`config.mk`:
```
export PLATFORM = sky130hd
export DESIGN_NAME = branch_resolve_unit
export DESIGN_NICKNAME = d
export VERILOG_FILES = /design/src/rtl/branch_resolve_unit.sv
export SDC_FILE = /design/constraint.sdc
export NUM_CORES = 1
export LEC_CHECK = 0
export ABC_AREA = 1
export CAP_MARGIN = 20
export CELL_PAD_IN_SITES_DETAIL_PLACEMENT = 0
export CELL_PAD_IN_SITES_GLOBAL_PLACEMENT = 1
export CORE_MARGIN = 5
export CORE_UTILIZATION = 31
export DETAILED_ROUTE_END_ITERATION = 8
export PLACE_DENSITY_LB_ADDON = 0.1
export SETUP_SLACK_MARGIN = 0.4
export SYNTH_ARGS = -nofsm -noshare
export SYNTH_HDL_FRONTEND = slang
export SYNTH_SLANG_ARGS = --single-unit
```
`constraint.sdc`:
```
create_clock -name clk -period 4.19 [get_ports clk]
set_input_delay 0.6285 -clock clk [delete_from_list [all_inputs] [get_ports clk]]
set_output_delay 0.6285 -clock clk [all_outputs]
set_load 0.01 [all_outputs]
```
`src/rtl/branch_resolve_unit.sv`:
```
// EXE-stage branch resolver: computes the real outcome and target, reports a one-shot
// BResult to train the predictor, and issues a redirect once the delay slot has left IF.
module branch_resolve_unit #(
  parameter int unsigned STAT_W = 32
) (
  input  logic              clk,
  input  logic              rst,
  input  logic              EXE_Wr,
  input  logic              EXE_Flush,
  input  logic              EXE_Valid,
  input  logic [31:0]       EXE_PC,
  input  logic [3:0]        EXE_BrOp,
  input  logic [4:0]        EXE_RsIdx,
  input  logic [31:0]       EXE_SrcA,
  input  logic [31:0]       EXE_SrcB,
  input  logic [15:0]       EXE_Imm16,
  input  logic [25:0]       EXE_JIdx,
  input  logic              EXE_PTaken,
  input  logic [31:0]       EXE_PTarget,
  input  logic [1:0]        EXE_PCount,
  input  logic              EXE_PHit,
  input  logic              DS_Ready,
  output logic              BR_Valid,
  output logic [31:0]       BR_PC,
  output logic [31:0]       BR_Target,
  output logic              BR_IsTaken,
  output logic              BR_Hit,
  output logic [1:0]        BR_Type,
  output logic [1:0]        BR_Count,
  output logic              Redirect_Valid,
  output logic [31:0]       Redirect_PC,
  output logic [STAT_W-1:0] Stat_Branches,
  output logic [STAT_W-1:0] Stat_Mispredicts
);

  typedef enum logic [0:0] {StIdle, StWaitDs} state_t;

  state_t              r_state, w_state_d;
  logic                r_reported;
  logic [31:0]         r_pend_pc, w_pend_pc_d;
  logic                r_br_valid, r_br_taken, r_br_hit;
  logic [31:0]         r_br_pc, r_br_target;
  logic [1:0]          r_br_type, r_br_count;
  logic                r_rd_valid, w_rd_valid_d;
  logic [31:0]         r_rd_pc, w_rd_pc_d;
  logic [STAT_W-1:0]   r_stat_br, r_stat_mis;

  logic        w_is_br, w_taken, w_resolve, w_mispred;
  logic [1:0]  w_type;
  logic [31:0] w_seq_pc, w_br_tgt, w_j_tgt, w_target, w_correct_pc;

  assign w_seq_pc = EXE_PC + 32'd4;
  assign w_br_tgt = w_seq_pc + {{14{EXE_Imm16[15]}}, EXE_Imm16, 2'b00};
  assign w_j_tgt  = {w_seq_pc[31:28], EXE_JIdx, 2'b00};

  always_comb begin
    w_is_br  = 1'b1;
    w_taken  = 1'b1;
    w_target = w_br_tgt;
    w_type   = 2'b11;
    case (EXE_BrOp)
      4'd1:  w_taken = (EXE_SrcA == EXE_SrcB);
      4'd2:  w_taken = (EXE_SrcA != EXE_SrcB);
      4'd3:  w_taken = !EXE_SrcA[31];
      4'd4:  w_taken = !EXE_SrcA[31] && (EXE_SrcA != 32'd0);
      4'd5:  w_taken = EXE_SrcA[31] || (EXE_SrcA == 32'd0);
      4'd6:  w_taken = EXE_SrcA[31];
      4'd7:  w_target = w_j_tgt;
      4'd8: begin
        w_target = w_j_tgt;
        w_type   = 2'b01;
      end
      4'd9: begin
        w_target = EXE_SrcA;
        w_type   = (EXE_RsIdx == 5'd31) ? 2'b10 : 2'b00;
      end
      4'd10: begin
        w_target = EXE_SrcA;
        w_type   = 2'b01;
      end
      4'd11: begin
        w_taken = !EXE_SrcA[31];
        w_type  = 2'b01;
      end
      4'd12: begin
        w_taken = EXE_SrcA[31];
        w_type  = 2'b01;
      end
      default: begin
        w_is_br  = 1'b0;
        w_taken  = 1'b0;
        w_target = 32'd0;
        w_type   = 2'b00;
      end
    endcase
  end

  assign w_resolve    = EXE_Valid && w_is_br && !r_reported && !EXE_Flush;
  assign w_mispred    = w_resolve &&
                        ((w_taken != EXE_PTaken) || (w_taken && (EXE_PTarget != w_target)));
  assign w_correct_pc = w_taken ? w_target : (EXE_PC + 32'd8);

  // In WAIT_DS a newer mispredict replaces the latched PC before the redirect fires.
  always_comb begin
    w_state_d    = r_state;
    w_pend_pc_d  = r_pend_pc;
    w_rd_valid_d = 1'b0;
    w_rd_pc_d    = r_rd_pc;
    case (r_state)
      StIdle: begin
        if (w_mispred) begin
          if (DS_Ready) begin
            w_rd_valid_d = 1'b1;
            w_rd_pc_d    = w_correct_pc;
          end else begin
            w_pend_pc_d = w_correct_pc;
            w_state_d   = StWaitDs;
          end
        end
      end
      StWaitDs: begin
        if (EXE_Flush) begin
          w_state_d = StIdle;
        end else begin
          if (w_mispred) w_pend_pc_d = w_correct_pc;
          if (DS_Ready) begin
            w_rd_valid_d = 1'b1;
            w_rd_pc_d    = w_pend_pc_d;
            w_state_d    = StIdle;
          end
        end
      end
      default: w_state_d = StIdle;
    endcase
  end

  always_ff @(posedge clk) begin
    if (rst) begin
      r_state     <= StIdle;
      r_pend_pc   <= 32'd0;
      r_rd_valid  <= 1'b0;
      r_rd_pc     <= 32'd0;
      r_reported  <= 1'b0;
      r_br_valid  <= 1'b0;
      r_br_pc     <= 32'd0;
      r_br_target <= 32'd0;
      r_br_taken  <= 1'b0;
      r_br_hit    <= 1'b0;
      r_br_type   <= 2'b00;
      r_br_count  <= 2'b00;
      r_stat_br   <= '0;
      r_stat_mis  <= '0;
    end else begin
      r_state    <= w_state_d;
      r_pend_pc  <= w_pend_pc_d;
      r_rd_valid <= w_rd_valid_d;
      r_rd_pc    <= w_rd_pc_d;
      // Advancing EXE means a fresh instruction next cycle, so it wins over set.
      if (EXE_Wr)         r_reported <= 1'b0;
      else if (w_resolve) r_reported <= 1'b1;
      r_br_valid <= w_resolve;
      if (w_resolve) begin
        r_br_pc     <= EXE_PC;
        r_br_target <= w_target;
        r_br_taken  <= w_taken;
        r_br_hit    <= EXE_PHit;
        r_br_type   <= w_type;
        r_br_count  <= EXE_PCount;
        if (r_stat_br != '1) r_stat_br <= r_stat_br + {{(STAT_W-1){1'b0}}, 1'b1};
      end
      if (w_mispred && (r_stat_mis != '1)) begin
        r_stat_mis <= r_stat_mis + {{(STAT_W-1){1'b0}}, 1'b1};
      end
    end
  end

  assign BR_Valid         = r_br_valid;
  assign BR_PC            = r_br_pc;
  assign BR_Target        = r_br_target;
  assign BR_IsTaken       = r_br_taken;
  assign BR_Hit           = r_br_hit;
  assign BR_Type          = r_br_type;
  assign BR_Count         = r_br_count;
  assign Redirect_Valid   = r_rd_valid;
  assign Redirect_PC      = r_rd_pc;
  assign Stat_Branches    = r_stat_br;
  assign Stat_Mispredicts = r_stat_mis;

endmodule

```
==> results of run 1 <==
==> per-layer routing <==
layer / vias to the layer above / GRT usage / wire length [um]
met4: 8 / 0.0549 / 1650
li1: 9405 / - / -
met5: - / 0 / 55
met2: 577 / 0.445 / 34900
met3: 75 / 0.0480 / 4610
met1: 8631 / 0.328 / 31300
==> final cells by class <==
type	count	area, sq um	share of cell area
Antenna cell	1	2.50	0.000101
Clock buffer	38	787	0.0318
Clock inverter	7	48.8	0.00197
Inverter	363	1370	0.0554
Multi-Input combinational cell	1932	10800	0.437
Sequential cell	202	4040	0.163
Tap cell	615	769	0.0311
Timing Repair Buffer	732	6900	0.279
==> repair_timing <==
action,CTS,global route
pin swaps,86,84
cloned,5,13
endpoints found under the setup margin,99,101
hold buffers,0,0
gates resized for setup,316,172
setup buffers,30,13
==> critical path: cells and delay by family <==
kind | cells | cell delay (ps)
xor gates and xnor gates | 1 | 140
adders and majority gates | 2 | 450
and+or+nand+nor | 25 | 2370
buffers and inverters | 7 | 760
AOI/OAI and AO/OA | 1 | 160
==> cells in the final DEF (no fill, tap or decap), types with 5 or more instances in the layout <==
cell type / Yosys / layout
buf_6: 5 / 28
nand2_2: 2 / 90
xor2_2: 0 / 5
nor2_4: 1 / 31
a22o_1: 17 / 17
a31oi_1: 5 / 5
nor3_4: 1 / 11
clkbuf_8: 0 / 7
buf_2: 21 / 8
xor2_1: 59 / 50
dfxtp_1: 202 / 202
nand2_1: 804 / 693
nand4_1: 29 / 29
nand3_1: 170 / 147
clkinv_2: 0 / 5
clkdlybuf4s50_1: 0 / 329
clkbuf_16: 0 / 37
ha_4: 0 / 26
dlygate4sd2_1: 0 / 6
buf_4: 8 / 322
buf_12: 0 / 15
nand3b_1: 19 / 19
a21oi_2: 0 / 26
ha_1: 37 / 9
nand2_4: 1 / 21
buf_16: 0 / 5
inv_2: 11 / 21
a21oi_1: 94 / 66
nor3_1: 49 / 38
inv_1: 349 / 337
nand3_4: 0 / 5
xnor2_1: 54 / 49
nor2_2: 7 / 34
o21ai_0: 121 / 119
nand3_2: 6 / 24
nor2_1: 411 / 354
nor4_1: 11 / 10
==> flip-flops by register name, indices dropped and copies added, names as in the netlist <==
| name | cells |
|---|---|
| BR_PC | 32 |
| BR_Target | 32 |
| Redirect_PC | 32 |
| Stat_Branches | 32 |
| Stat_Mispredicts | 32 |
| r_pend_pc | 32 |
| BR_Count | 2 |
| BR_Type | 2 |
| BR_Hit | 1 |
| BR_IsTaken | 1 |
| BR_Valid | 1 |
| Redirect_Valid | 1 |
| r_reported | 1 |
| r_state | 1 |
==> per-stage QoR <==
step	instance area, sq um	hold slack (ps)	setup TNS [ps]
floorplan	15200	469	0
global placement	21500	468	-122710
detailed placement	21500	477	-126960
CTS	23700	372	0
global route	24700	432	-2620
finish	24700	411	0
==> power breakdown <==
part           internal (W)  switching, W  leakage, nW
logic               0.00109       0.00126         9.43
registers           0.00201     0.0000535         1.64
clock network       0.00130      0.000900        0.412
total               0.00439       0.00221         11.5
==> worst min-delay path by stage <==
stage,startpoint,slack (ps),end,depth (start not counted)
2_1_floorplan,r_reported$_SDFFE_PP0P_,470,r_reported$_SDFFE_PP0P_,2
3_3_place_gp,Stat_Branches[25]$_SDFFE_PP0P_,470,Stat_Branches[25]$_SDFFE_PP0P_,2
3_5_place_dp,Stat_Branches[4]$_SDFFE_PP0P_,480,Stat_Branches[4]$_SDFFE_PP0P_,2
4_1_cts,EXE_PC[9],370,BR_PC[9]$_SDFFE_PP0P_,3
5_1_grt,EXE_PC[20],430,BR_PC[20]$_SDFFE_PP0P_,3
6_report,EXE_PC[9],410,BR_PC[9]$_SDFFE_PP0P_,3
==> logic make-up after synthesis <==
group                    synth area share
AO/OA/AOI/OAI                      0.0924
XOR/XNOR                           0.0658
adder cells (fa/ha/maj)            0.0321
AND/OR/NAND/NOR                     0.420
buffers and inverters               0.120
multiplexers                      0.00133
flip-flops                          0.269
==> out/summary.txt, run 1 <==
nets - 3484
PD cells - 267 nW/um^2
Fin. Hold Viols - 0
# rows - 80
slowest CP cell - ha_4
WS Path Type - primary input to flop
htree depth - 1
Setup crit start kind - primary input
Max rail drop VDD - 0.263 mV
Mapped Area - 15000 sq um
setup violators final - 0
setup ws final - 86.4 ps
slew margin rel. - 0.302
max_cap viols - 0
global-route wire length before repair - 106 mm
Synth Flop Type - dfxtp_1
Least-Margin Pin Slew - 1040 ps
largest net degree at the start of global routing - 74
worst-path fanout max - 7
clock sink count - 202
synthesized flop and latch total - 202
via density per instance - 4.81
CTS max path bufs - 3
DRT iter0 DRCs - 1261
antenna violations before repair - 7
RePlAce Congestion - 0.938
most frequent cell after synthesis - nand2_1
RSZ-0062 raised after global routing - yes
distinct cell type count after synthesis - 48
critical path startpoint - EXE_PC[3]
Design Power - 0.00660 W
Critical Path RT - 4620 ps
Data arrival, critical path - 4530 ps
post-detail-place hpwl - 56.3 mm
Die Width - 230 um
top cells by count, synth - nand2_1 (804), nor2_1 (411), inv_1 (349), dfxtp_1 (202), nand3_1 (170)
layout cells sized above 1 - 0.235
CP Capture Point - Redirect_PC[29]$_SDFFE_PP0P_
dominant cells by area after synthesis - dfxtp_1 (27%), nand2_1 (20%), nor2_1 (10%), inv_1 (8.7%), nand3_1 (5.7%)
r2r setup slk - 1440 ps
CP peak stage delay - 310 ps
post-DR wirelength/cell - 18.6 um
final wirelength - 72.5 mm
port bufs - 356
yosys warns - 0
Die Y - 230 um
Syn Area/Cell - 5.81 sq um
top cell type's share of synthesized area - 0.269
Pre-Repair DR Iteration Count - 5
Final Core Density - 0.517
total grt overflow - 0
residual DRC count - 0
worst r2r dst - Stat_Branches[30]$_SDFFE_PP0P_
leakage power - 11.5 nW
Die ar. - 53000 sq um
DP Worst Slack - -1350 ps
Final Non-Filler Cells - 3890
io pins - 357
critical path endpoint category - flop
Fill cells - 4945
CTS tree - done
Root Buffer - clkbuf_16
area of the core - 47800 sq um
total number of vias - 18700
CTS clk-pin slew, worst paths - 60 ps
dpl cells - 3783
ANT nets after route - 0
area leader, netlist - dfxtp_1
Layout area overhead - 64.5%
Clock Latency Late Sink - 560 ps
initial core utilization - 0.314
Layout Skew - 24.7 ps
number of buffers created by CTS - 26
post-synthesis sequential area ratio - 0.269
ys async rst share - 0
number of synthesized flops with an enable pin - 0
Reg2Reg Launch Point - Stat_Branches[0]$_SDFFE_PP0P_
GRT Total Usage - 0.255
status - complete, no violations
post-synth net total - 2815
Pins Over Slew Limit - 0
most used cell, CP - nor2_4
worst reg2reg path depth - 14
Fmax - 244 MHz
Mapped Cells - 2588
vias in the first global route - 18100
Final min period - 4100 ps
Final period util - 0.979
Hold Path Class - primary input to flop
Power figures use the tool's default switching activity.
==> run 2, diff against run 1 <==
--- a/config.mk
+++ b/config.mk
@@ -6,7 +6,7 @@
 export NUM_CORES = 1
 export LEC_CHECK = 0
 export ABC_AREA = 1
-export CAP_MARGIN = 20
+export CAP_MARGIN = 5
 export CELL_PAD_IN_SITES_DETAIL_PLACEMENT = 0
 export CELL_PAD_IN_SITES_GLOBAL_PLACEMENT = 1
 export CORE_MARGIN = 5
==> results of run 2 <==
Final layout, timing and power as in run 1 (identical DEF).
